$ cat config.mk
export PLATFORM = sky130hd
export DESIGN_NAME = button_events
export DESIGN_NICKNAME = d
export VERILOG_FILES = /design/src/rtl/button_events.sv
export SDC_FILE = /design/constraint.sdc
export NUM_CORES = 1
export LEC_CHECK = 0
export CORE_ASPECT_RATIO = 0.75
export CORE_MARGIN = 4
export CORE_UTILIZATION = 55
export DETAILED_ROUTE_END_ITERATION = 7
export MAX_ROUTING_LAYER = met4
export PLACE_DENSITY = 0.75
export REMOVE_ABC_BUFFERS = 1
export SYNTH_ARGS = -nofsm -noshare
export SYNTH_HDL_FRONTEND = slang
export SYNTH_SLANG_ARGS = --single-unit
$ cat constraint.sdc
create_clock -name clk -period 2.1 [get_ports clk]
set_input_delay 0.42 -clock clk [delete_from_list [all_inputs] [get_ports clk]]
set_output_delay 0.42 -clock clk [all_outputs]
set_load 0.05 [all_outputs]
$ cat src/rtl/button_events.sv
// button_events: turns a debounced button level into single-cycle
// press / release / click / long-press / auto-repeat event pulses.
module button_events #(
  parameter int unsigned CLK_FREQ_KHZ = 100_000,
  parameter int unsigned LONG_MS      = 1000,
  parameter int unsigned REPEAT_MS    = 200
) (
  input  logic clk,
  input  logic rst,
  input  logic btn,
  output logic press,
  output logic release_o,
  output logic click,
  output logic long_press,
  output logic repeat_o,
  output logic held
);

  typedef enum logic [2:0] {
    S_INIT,
    S_LOCKOUT,
    S_IDLE,
    S_PRESSED,
    S_HELD
  } state_t;

  localparam int unsigned REP_M1 =
    (REPEAT_MS == 0) ? 0 : REPEAT_MS - 1;

  localparam logic [23:0] PRESC_LAST = 24'(CLK_FREQ_KHZ - 1);
  localparam logic [15:0] LONG_LAST  = 16'(LONG_MS - 1);
  localparam logic [15:0] REP_LAST   = 16'(REP_M1);
  localparam logic        REP_EN     = (REPEAT_MS != 0);
  localparam logic [15:0] SAT        = 16'hFFFF;

  state_t      state_q, state_d;
  logic        btn_q;
  logic [23:0] presc_q, presc_d;
  logic [15:0] ms_q, ms_d;
  logic [15:0] rep_q, rep_d;

  logic press_q, press_d;
  logic release_q, release_d;
  logic click_q, click_d;
  logic long_q, long_d;
  logic repeat_q, repeat_d;
  logic held_q, held_d;

  logic rise, fall, ms_tick, timing;

  // Next-state, timer and event decode; thresholds are checked
  // on the tick that would reach them so pulses land on time.
  always_comb begin
    rise    = btn & ~btn_q;
    fall    = ~btn & btn_q;
    ms_tick = (presc_q == PRESC_LAST);
    timing  = (state_q == S_PRESSED) || (state_q == S_HELD);

    state_d   = state_q;
    presc_d   = ms_tick ? 24'd0 : presc_q + 24'd1;
    ms_d      = ms_q;
    rep_d     = rep_q;
    press_d   = 1'b0;
    release_d = 1'b0;
    click_d   = 1'b0;
    long_d    = 1'b0;
    repeat_d  = 1'b0;

    if (ms_tick && timing && ms_q != SAT)
      ms_d = ms_q + 16'd1;
    if (ms_tick && state_q == S_HELD && rep_q != SAT)
      rep_d = rep_q + 16'd1;

    unique case (state_q)
      S_INIT: begin
        state_d = btn ? S_LOCKOUT : S_IDLE;
      end
      S_LOCKOUT: begin
        if (!btn) state_d = S_IDLE;
      end
      S_IDLE: begin
        if (rise) begin
          state_d = S_PRESSED;
          press_d = 1'b1;
          presc_d = 24'd0;
          ms_d    = 16'd0;
        end
      end
      S_PRESSED: begin
        if (fall) begin
          state_d   = S_IDLE;
          release_d = 1'b1;
          click_d   = 1'b1;
        end else if (ms_tick && ms_q == LONG_LAST) begin
          state_d = S_HELD;
          long_d  = 1'b1;
          rep_d   = 16'd0;
        end
      end
      S_HELD: begin
        if (fall) begin
          state_d   = S_IDLE;
          release_d = 1'b1;
        end else if (REP_EN && ms_tick && rep_q == REP_LAST) begin
          repeat_d = 1'b1;
          rep_d    = 16'd0;
        end
      end
      default: begin
        state_d = S_INIT;
      end
    endcase

    held_d = (state_d == S_PRESSED) || (state_d == S_HELD)
           || release_d;
  end

  // State, timers and registered event outputs.
  always_ff @(posedge clk or posedge rst) begin
    if (rst) begin
      state_q   <= S_INIT;
      btn_q     <= 1'b0;
      presc_q   <= 24'd0;
      ms_q      <= 16'd0;
      rep_q     <= 16'd0;
      press_q   <= 1'b0;
      release_q <= 1'b0;
      click_q   <= 1'b0;
      long_q    <= 1'b0;
      repeat_q  <= 1'b0;
      held_q    <= 1'b0;
    end else begin
      state_q   <= state_d;
      btn_q     <= btn;
      presc_q   <= presc_d;
      ms_q      <= ms_d;
      rep_q     <= rep_d;
      press_q   <= press_d;
      release_q <= release_d;
      click_q   <= click_d;
      long_q    <= long_d;
      repeat_q  <= repeat_d;
      held_q    <= held_d;
    end
  end

  assign press      = press_q;
  assign release_o  = release_q;
  assign click      = click_q;
  assign long_press = long_q;
  assign repeat_o   = repeat_q;
  assign held       = held_q;

endmodule

; Word level (Yosys, flattened, before mapping)
; Index checks and enable logic that the tools add are counted.
[totals]
output_inout_bits = 6
reg_bits = 66
word_cells = 70
inputBits = 3
[op_classes]
addsub = 3
mux = 30
n_bitwise = 4
eq_ne = 11
reduce_logical = 11
[op_table]
columns = op, count
row1 = $mux W16, 8
row2 = $mux W24, 3
row3 = $add A16 B1 Y16 const B, 2
row4 = $ne A16 B16 Y1 const B, 2
row5 = $pmux W16 S2, 1
row6 = $add A24 B1 Y24 const B, 1
row7 = $eq A24 B17 Y1 const B, 1
row8 = $eq A16 B10 Y1 const B, 1
row9 = $eq A16 B8 Y1 const B, 1
row10 = $mux W3, 5
row11 = $pmux W3 S5, 1
row12 = $mux W1, 11
row13 = $eq A3 B2 Y1 const B, 3
row14 = $eq A3 B3 Y1 const B, 2
row15 = $logic_and A1 B1 Y1, 6
row16 = $eq A3 B1 Y1 const B, 1
row17 = $logic_not A3 Y1, 1
row18 = $logic_or A1 B1 Y1, 3
row19 = $and A1 B1 Y1, 2
row20 = $mux W2, 1
row21 = $not A1 Y1, 2
row22 = $reduce_or A2 Y1, 1

; Logic depth before layout (Yosys ltp)
; Gate-level depths: netlist (run 1).
[logic_depth]
depth_word = 8
depth_mapped = 8
depth_no_buf = 6

; Worst setup path after synthesis (run 1)
; Ideal clock, no wire load.
[synth_timing]
kind = register -> register
startpoint = reg state_q[1]
endpoint = reg rep_q[3]
path_buffers = 3
required_time_ns = 1.970
setup_time_ns = 0.130
stages_incl_launch_ff = 8
period_less_slack_ns = 2.036
slack_ns = 0.064
arrival_time_ns = 1.907
path_cell_list = dfrtp_1 -> buf_6 -> or3b_1 -> clkbuf_2 -> or4_4 -> a21oi_4 -> buf_6 -> a21oi_1
[synth_between]
elab_chain_cells = 7
word_cells_on_any_way = 10
cone_classes = eq/ne (2) / mux (6) / reduce/logical (2)
[synth_lines]
columns = element, line
row1 = start: declaration, 36  ; state_t state_q, state_d;
row2 = start signal: assignment, 133  ; state_q <= state_d;
row3 = $eq A3 B3 Y1, "71, 74"
row4 = $logic_and A1 B1 Y1 (2 in series), 71  ; if (ms_tick && state_q == S_HELD && rep_q != SAT)
row5 = $mux W16, 71
row6 = "$mux W16, on equally long branches", "104, 94"
row7 = "$mux W16, on equally long branches", "101, 90"
row8 = $pmux W16 S2 (*), 74  ; unique case (state_q)
row9 = net rep_d[3], 40  ; logic [15:0] rep_q, rep_d;
row10 = end signal: assignment, 137  ; rep_q <= rep_d;
row11 = end: declaration, 40
; Mark *: on every way through the listed nets, which the timed path passes. The rest lies on a longest branch.

; Final worst setup path (run 1)
[layout_timing]
startpoint = reg rep_q[0]
endpoint = reg rep_q[5]
[layout_between]
elab_chain_cells = 6
word_cells_on_any_way = 11
cone_classes = add/sub (1) / eq/ne (2) / mux (6) / reduce/logical (2)
[layout_lines]
columns = element, line
row1 = "parallel branches: the longest is 5 deep, another holds $add A16 B1 Y16", n/a
row2 = $pmux W16 S2 (*), 74
row3 = net rep_d[5], 40
; Mark *: on every way through the listed nets, which the timed path passes.

==> flow_summary.toml, run 1 <==
[die]
die_w_um = 102
die-area_um2 = 7960
die_h_um = 78.3
io_pins = 9
core_um2 = 6350
row_count = 25
start_util = 0.570

[clock_tree]
insertion_delay_ns = 0.35
numCtsBuffers = 9
cts.sinks = 66
tritoncts = "built"
root_buffer = "clkbuf_8"
htreeDepth = 3
clkTransAtPathRegs_ns = 0.07
clk_path_buf_depth = 2

[cells_and_area]
syn_to_final_growth_pct = 18.8
final_cell_mix = "dfrtp_1, nor2_1, buf_4"
final_common_cell = "dfrtp_1"
drive_gt1_frac = 0.156
antenna_cells = 0
num-nets-final = 443
stdcell_count = 523

[timing]
min_period_ns = 2.04
fin_skew_ns = 0.0113
setup_slack_ns = 0.0614
maxSlewViolCount = 0
finalCritPeriodShare = 0.971
hold_ws_ns = 0.441
rsz0062_at_grt = "yes"
fmax_mhz = 491
relSlewSlack = 0.660
hold_viol = 0
setup_viol = 0
tightest_slew_ns = 0.497

[setup_path]
crit_buf_inv = 0
crit_required_ns = 2.37
slowest_stage = "or4_1"
critPathMaxFanout = 6
crit_family = "simple AND/OR/NAND/NOR gates"
critPathCaptureType = "register"
worstSetupStartpointType = "register"
worstSetupPathType = "register to register"
path_cells = "ha_1, and3_1, nand2_1, nor2_1, or4_1, a21oi_1"
arrival_ns = 2.31
crit_path_max_incr_delay_ns = 0.49

[synthesis]
yosysSeqAreaShare = 0.456
synthArstFlopShare = 1.00
syn-cell-area_um2 = 3620
synth_compound_area_frac = 0.103
synthXorXnorAreaFrac = 0.0605
ys_types = 46
syn_area_per_cell_um2 = 9.12
synth_top_family_by_area = "simple AND/OR/NAND/NOR gates"
ys_ff_latch = 66
ys.flop_type = "dfrtp_1"
syn_inst = 397
synth_fa_ha_area_frac = 0.0104
yosysWarnings = 0
synthSimpleGateAreaFrac = 0.315
synth-edff-count = 0
muxShareOfSynthArea = 0.0194

[power]
power_density_nw_per_um2 = 662
p_switching_uw = 735
p_leak_uw = 0.00174
pwr-share-clk = 0.378
switching_share = 0.258
power_uw = 2850
p_int_uw = 2110
ir_drop_mv = 0.501
pwr-share-seq = 0.495
pwr-share-comb = 0.127

[routing]
vias_per_cell = 6.18
finalWirelength_um = 8350
dr.first_iter.drc_count = 176
drcViolationCount = 0
num_vias = 3234
wl_per_cell_um = 16.0
first_pass_iters = 5
detail-route-antenna-nets = 0

[global_route]
antenna_found_initial = 0
grt_overflow_total = 0
track_usage = 0.229
grt_pass1_wl_um = 14000
grt_pass1_vias = 2932
grt_max_degree = 67

[placement]
dpl.cell_count = 506
hpwl_um = 5670
numPortBuffers = 8
gp_congestion = 0.919
pre_cts_slack_ns = 0.00313

[job]
drv_cap = 0

[hold_path]
hp-class = "input pin to asynchronous set/reset pin"

[outcome]
status = "completed"
## power groups by stage
stage	sequential [uW]	clock, uW	combinational [uW]
after global routing	1420	1160	402
after global placement	1420	0	345
after floorplan	1460	0	164
after detailed placement	1430	0	354
final	1410	1080	360
after CTS	1410	1100	359
## cells in the mapped netlist, types with 8 or more instances
| cell | number | area [um^2] |
|---|---|---|
| and4_1 | 8 | 70.1 |
| or4_1 | 8 | 60.1 |
| xnor2_1 | 15 | 131 |
| nand3_1 | 23 | 115 |
| nor3_1 | 11 | 55.1 |
| nand4_1 | 22 | 138 |
| xor2_1 | 10 | 87.6 |
| or3_1 | 11 | 68.8 |
| dfrtp_1 | 66 | 1650 |
| a21oi_1 | 21 | 105 |
| and3_1 | 9 | 56.3 |
| nor2_1 | 47 | 176 |
| nand2_1 | 31 | 116 |
| nor4_1 | 17 | 106 |
| inv_1 | 13 | 48.8 |
| o21ai_0 | 18 | 90.1 |
## routing by layer
| metal | track usage | vias up | part of all wire |
|---|---|---|---|
| li1 | - | 1537 | - |
| met1 | 0.322 | 1563 | 0.48 |
| met2 | 0.319 | 111 | 0.43 |
| met3 | 0.0728 | 23 | 0.071 |
| met4 | 0.0584 | 0 | 0.016 |
| met5 | - | - | 0 |
## registers in the layout, indices dropped and copies added, names as in the netlist
signal	flops
press	1
release_o	1
presc_q	24
repeat_o	1
state_q	3
click	1
rep_q	16
held	1
long_press	1
ms_q	16
btn_q	1
## tightest hold or removal path: stages
cell	delay, ns
clkdlybuf4s50_1	0.41
inv_2	0.07
buf_12	0.29
## cell type report
class	count	area, um^2
fillers	506	2050
multi-input cells	303	1910
flip-flops and latches	66	1650
repair buffers	44	392
clock buffers	14	163
well taps	81	101
inverters	13	48.8
clock inverters	2	35.0
## worst paths after layout
check,startpoint,endpoint,slack [ns],cells past startpoint
worst max-delay path,rep_q[0],rep_q[5],0.06,6
worst min-delay path,rst,ms_q[2],0.44,3
worst max register to register,rep_q[0],rep_q[5],0.06,6
worst min register to register,state_q[2],state_q[0],0.55,1
max in group asynchronous,rst,presc_q[8],1.34,3
min in group clk,state_q[2],state_q[0],0.55,1
## repair_timing
| action | CTS | global route |
|---|---|---|
| hold buffers | 0 | 0 |
| gates resized for setup | 4 | 11 |
| pin swaps | 0 | 1 |
| buffers inserted | 0 | 1 |
| endpoints found under the setup margin | 4 | 23 |
## cell families after synthesis
group / Yosys count
simple gates: 208
fa+ha+maj: 3
buf+inv: 28
mux: 7
flops: 66
compound gates: 60
xor+xnor: 25
## per-stage QoR
step	utilization	setup TNS [ns]	cell area (um^2)
after floorplan	-	-0.502	3540
after global placement	0.633	0	4020
after detailed placement	0.633	0	4020
after CTS	0.668	0	4240
after global routing	0.677	-0.0948	4300
final	0.677	0	4300
Power figures use the tool's default switching activity.
==> run 2: changes to the inputs <==
==> constraint.sdc (replaced) <==
create_clock -name clk -period 1.6 [get_ports clk]
set_input_delay 0.32 -clock clk [delete_from_list [all_inputs] [get_ports clk]]
set_output_delay 0.32 -clock clk [all_outputs]
set_load 0.005 [all_outputs]
==> run 2 against run 1 <==
Compared with the run above: via count up 38%; sequential power increased by 30%; core utilization increased by 22 points; power increased by 41%; non-clock buffer count increased by 103; clock-buffer cell count decreased by 3; critical path type unchanged; the flow now finishes with violations (setup timing); global-route usage up 7.6 points; die area is the same; cell count is 20% higher; combinational power increased by 110%; clock power grew 33%.
==> flow_summary.toml, run 2 (synthesized netlist as in run 1, its figures left out) <==
[timing]
relSlewSlack = 0.700
fin_skew_ns = 0.0115
maxSlewViolCount = 0
fmax_mhz = 453
hold_viol = 0
hold_ws_ns = 0.403
setup_slack_ns = -0.610
tightest_slew_ns = 0.447
rsz0062_at_grt = "yes"
setup_viol = 62
min_period_ns = 2.21
finalCritPeriodShare = 1.38

[power]
pwr-share-seq = 0.455
switching_share = 0.283
pwr-share-comb = 0.185
p_leak_uw = 0.00246
power_uw = 4020
p_int_uw = 2880
p_switching_uw = 1140
ir_drop_mv = 0.708
pwr-share-clk = 0.359
power_density_nw_per_um2 = 705

[setup_path]
worst-r2r-cell-count = 6
critPathMaxFanout = 6
crit_required_ns = 1.85
crit_path_max_incr_delay_ns = 0.46
slowest_stage = "or3b_4"
path_cells = "or3b_4, buf_4, a211oi_4, o2111ai_4, or3_1, a21oi_1"
worstReg2RegStart = "state_q[0]"
rr_endpoint = "ms_q[12]"
worstSetupPathType = "register to register"
crit_buf_inv = 1
arrival_ns = 2.46
critPathCaptureType = "register"
worstSetupStartpointType = "register"
ff2ff_setup_slack_ns = -0.61
cp.depth = 6
crit_family = "simple AND/OR/NAND/NOR gates"

[cells_and_area]
syn_to_final_growth_pct = 57.4
final_common_cell = "buf_4"
antenna_cells = 0
largest_reg_flops = 24
regMostFlops = "presc_q"
post-route-util = 0.898
seq_area_um2 = 1650
final_cell_mix = "buf_4, dfrtp_1, nor2_1"
multiInputGateArea_um2 = 2430
fill_cells = 232
drive_gt1_frac = 0.433
reg_top3 = "presc_q x24, ms_q x16, rep_q x16"
num-nets-final = 546
stdcell_count = 626

[clock_tree]
cts.sinks = 66
root_buffer = "clkbuf_8"
clkTransAtPathRegs_ns = 0.08
insertion_delay_ns = 0.36
htreeDepth = 3
numCtsBuffers = 9
tritoncts = "built"
ctsHoldBuffers = 0
clk_path_buf_depth = 2

[global_route]
track_usage = 0.305
grt_max_degree = 67
grt_pass1_vias = 3797
antenna_found_initial = 0
grt_pass1_wl_um = 18500
grt_overflow_total = 0

[placement]
hpwl_um = 6620
gp_congestion = 0.903
numPortBuffers = 8
dpl.cell_count = 584

[outcome]
violations = "setup timing"
status = "finished with violations"

[die]
die_w_um = 102
row_count = 25
core_um2 = 6350
start_util = 0.570
die-area_um2 = 7960
io_pins = 9
die_h_um = 78.3

[job]
drv_cap = 0

[routing]
dr.first_iter.drc_count = 691
detail-route-antenna-nets = 0
wl_per_cell_um = 25.4
drcViolationCount = 0
vias_per_cell = 7.15
first_pass_iters = 6
num_vias = 4477
finalWirelength_um = 15900

[hold_path]
hp-class = "input pin to asynchronous set/reset pin"
-- run 2: cell types whose count changed in the layout (fill, tap and decap cells not counted), sizes merged --
cell,previous run,this run
buf,36,137
clkbuf,14,13
clkinv,1,4
-- run 2: repair_timing --
action	CTS	global route
setup endpoints to repair	61	61
endpoints found under the hold margin	0	0
gates resized for setup	48	86
cloned	0	2
pin swaps	24	32
buffers inserted	13	11
-- run 2: how the worst max path moves through the flow --
| stage | startpoint | end |
|---|---|---|
| 5_1_grt | rep_q[13] | rep_q[9] |
| 4_1_cts | presc_q[18] | ms_q[6] |
| 6_report | state_q[0] | ms_q[12] |
| 3_5_place_dp | presc_q[0] | ms_q[13] |
| 3_3_place_gp | rep_q[11] | rep_q[4] |
| 2_1_floorplan | presc_q[0] | rep_q[13] |
-- run 2: power groups by stage --
stage | sequential, uW | clock, uW | combinational, uW
floorplan | 1870 | 0 | 216
global placement | 1840 | 0 | 515
detailed placement | 1850 | 0 | 538
CTS | 1820 | 1420 | 605
global route | 1840 | 1510 | 785
finish | 1830 | 1440 | 745
-- run 2: stage by stage --
step	setup WS, ns	area, um^2	TNS, ns
floorplan	-0.634	3540	-41.70
global placement	-0.400	4610	-15.38
detailed placement	-0.519	4610	-19.69
CTS	-0.330	5120	-14.09
global route	-0.765	5700	-23.68
finish	-0.610	5700	-20.96
-- run 2: layout make-up --
| cell class | instances | share of cell area |
|---|---|---|
| Multi-Input combinational cell | 303 | 0.427 |
| Sequential cell | 66 | 0.290 |
| Timing Repair Buffer | 147 | 0.223 |
| Clock buffer | 11 | 0.0248 |
| Tap cell | 81 | 0.0178 |
| Clock inverter | 5 | 0.00944 |
| Inverter | 13 | 0.00856 |
-- run 2: tightest hold or removal path, cell delays in order --
cell             delay, ns
clkdlybuf4s50_1       0.44
inv_2                 0.09
buf_12                0.31
-- run 2: routing by layer --
metal  vias up  track usage  wire length [um]
met5         -            -                 0
met4         0        0.142              1220
met3       168       0.0746              1700
met2       448        0.465              7160
met1      2116        0.383              5820
li1       1745            -                 -
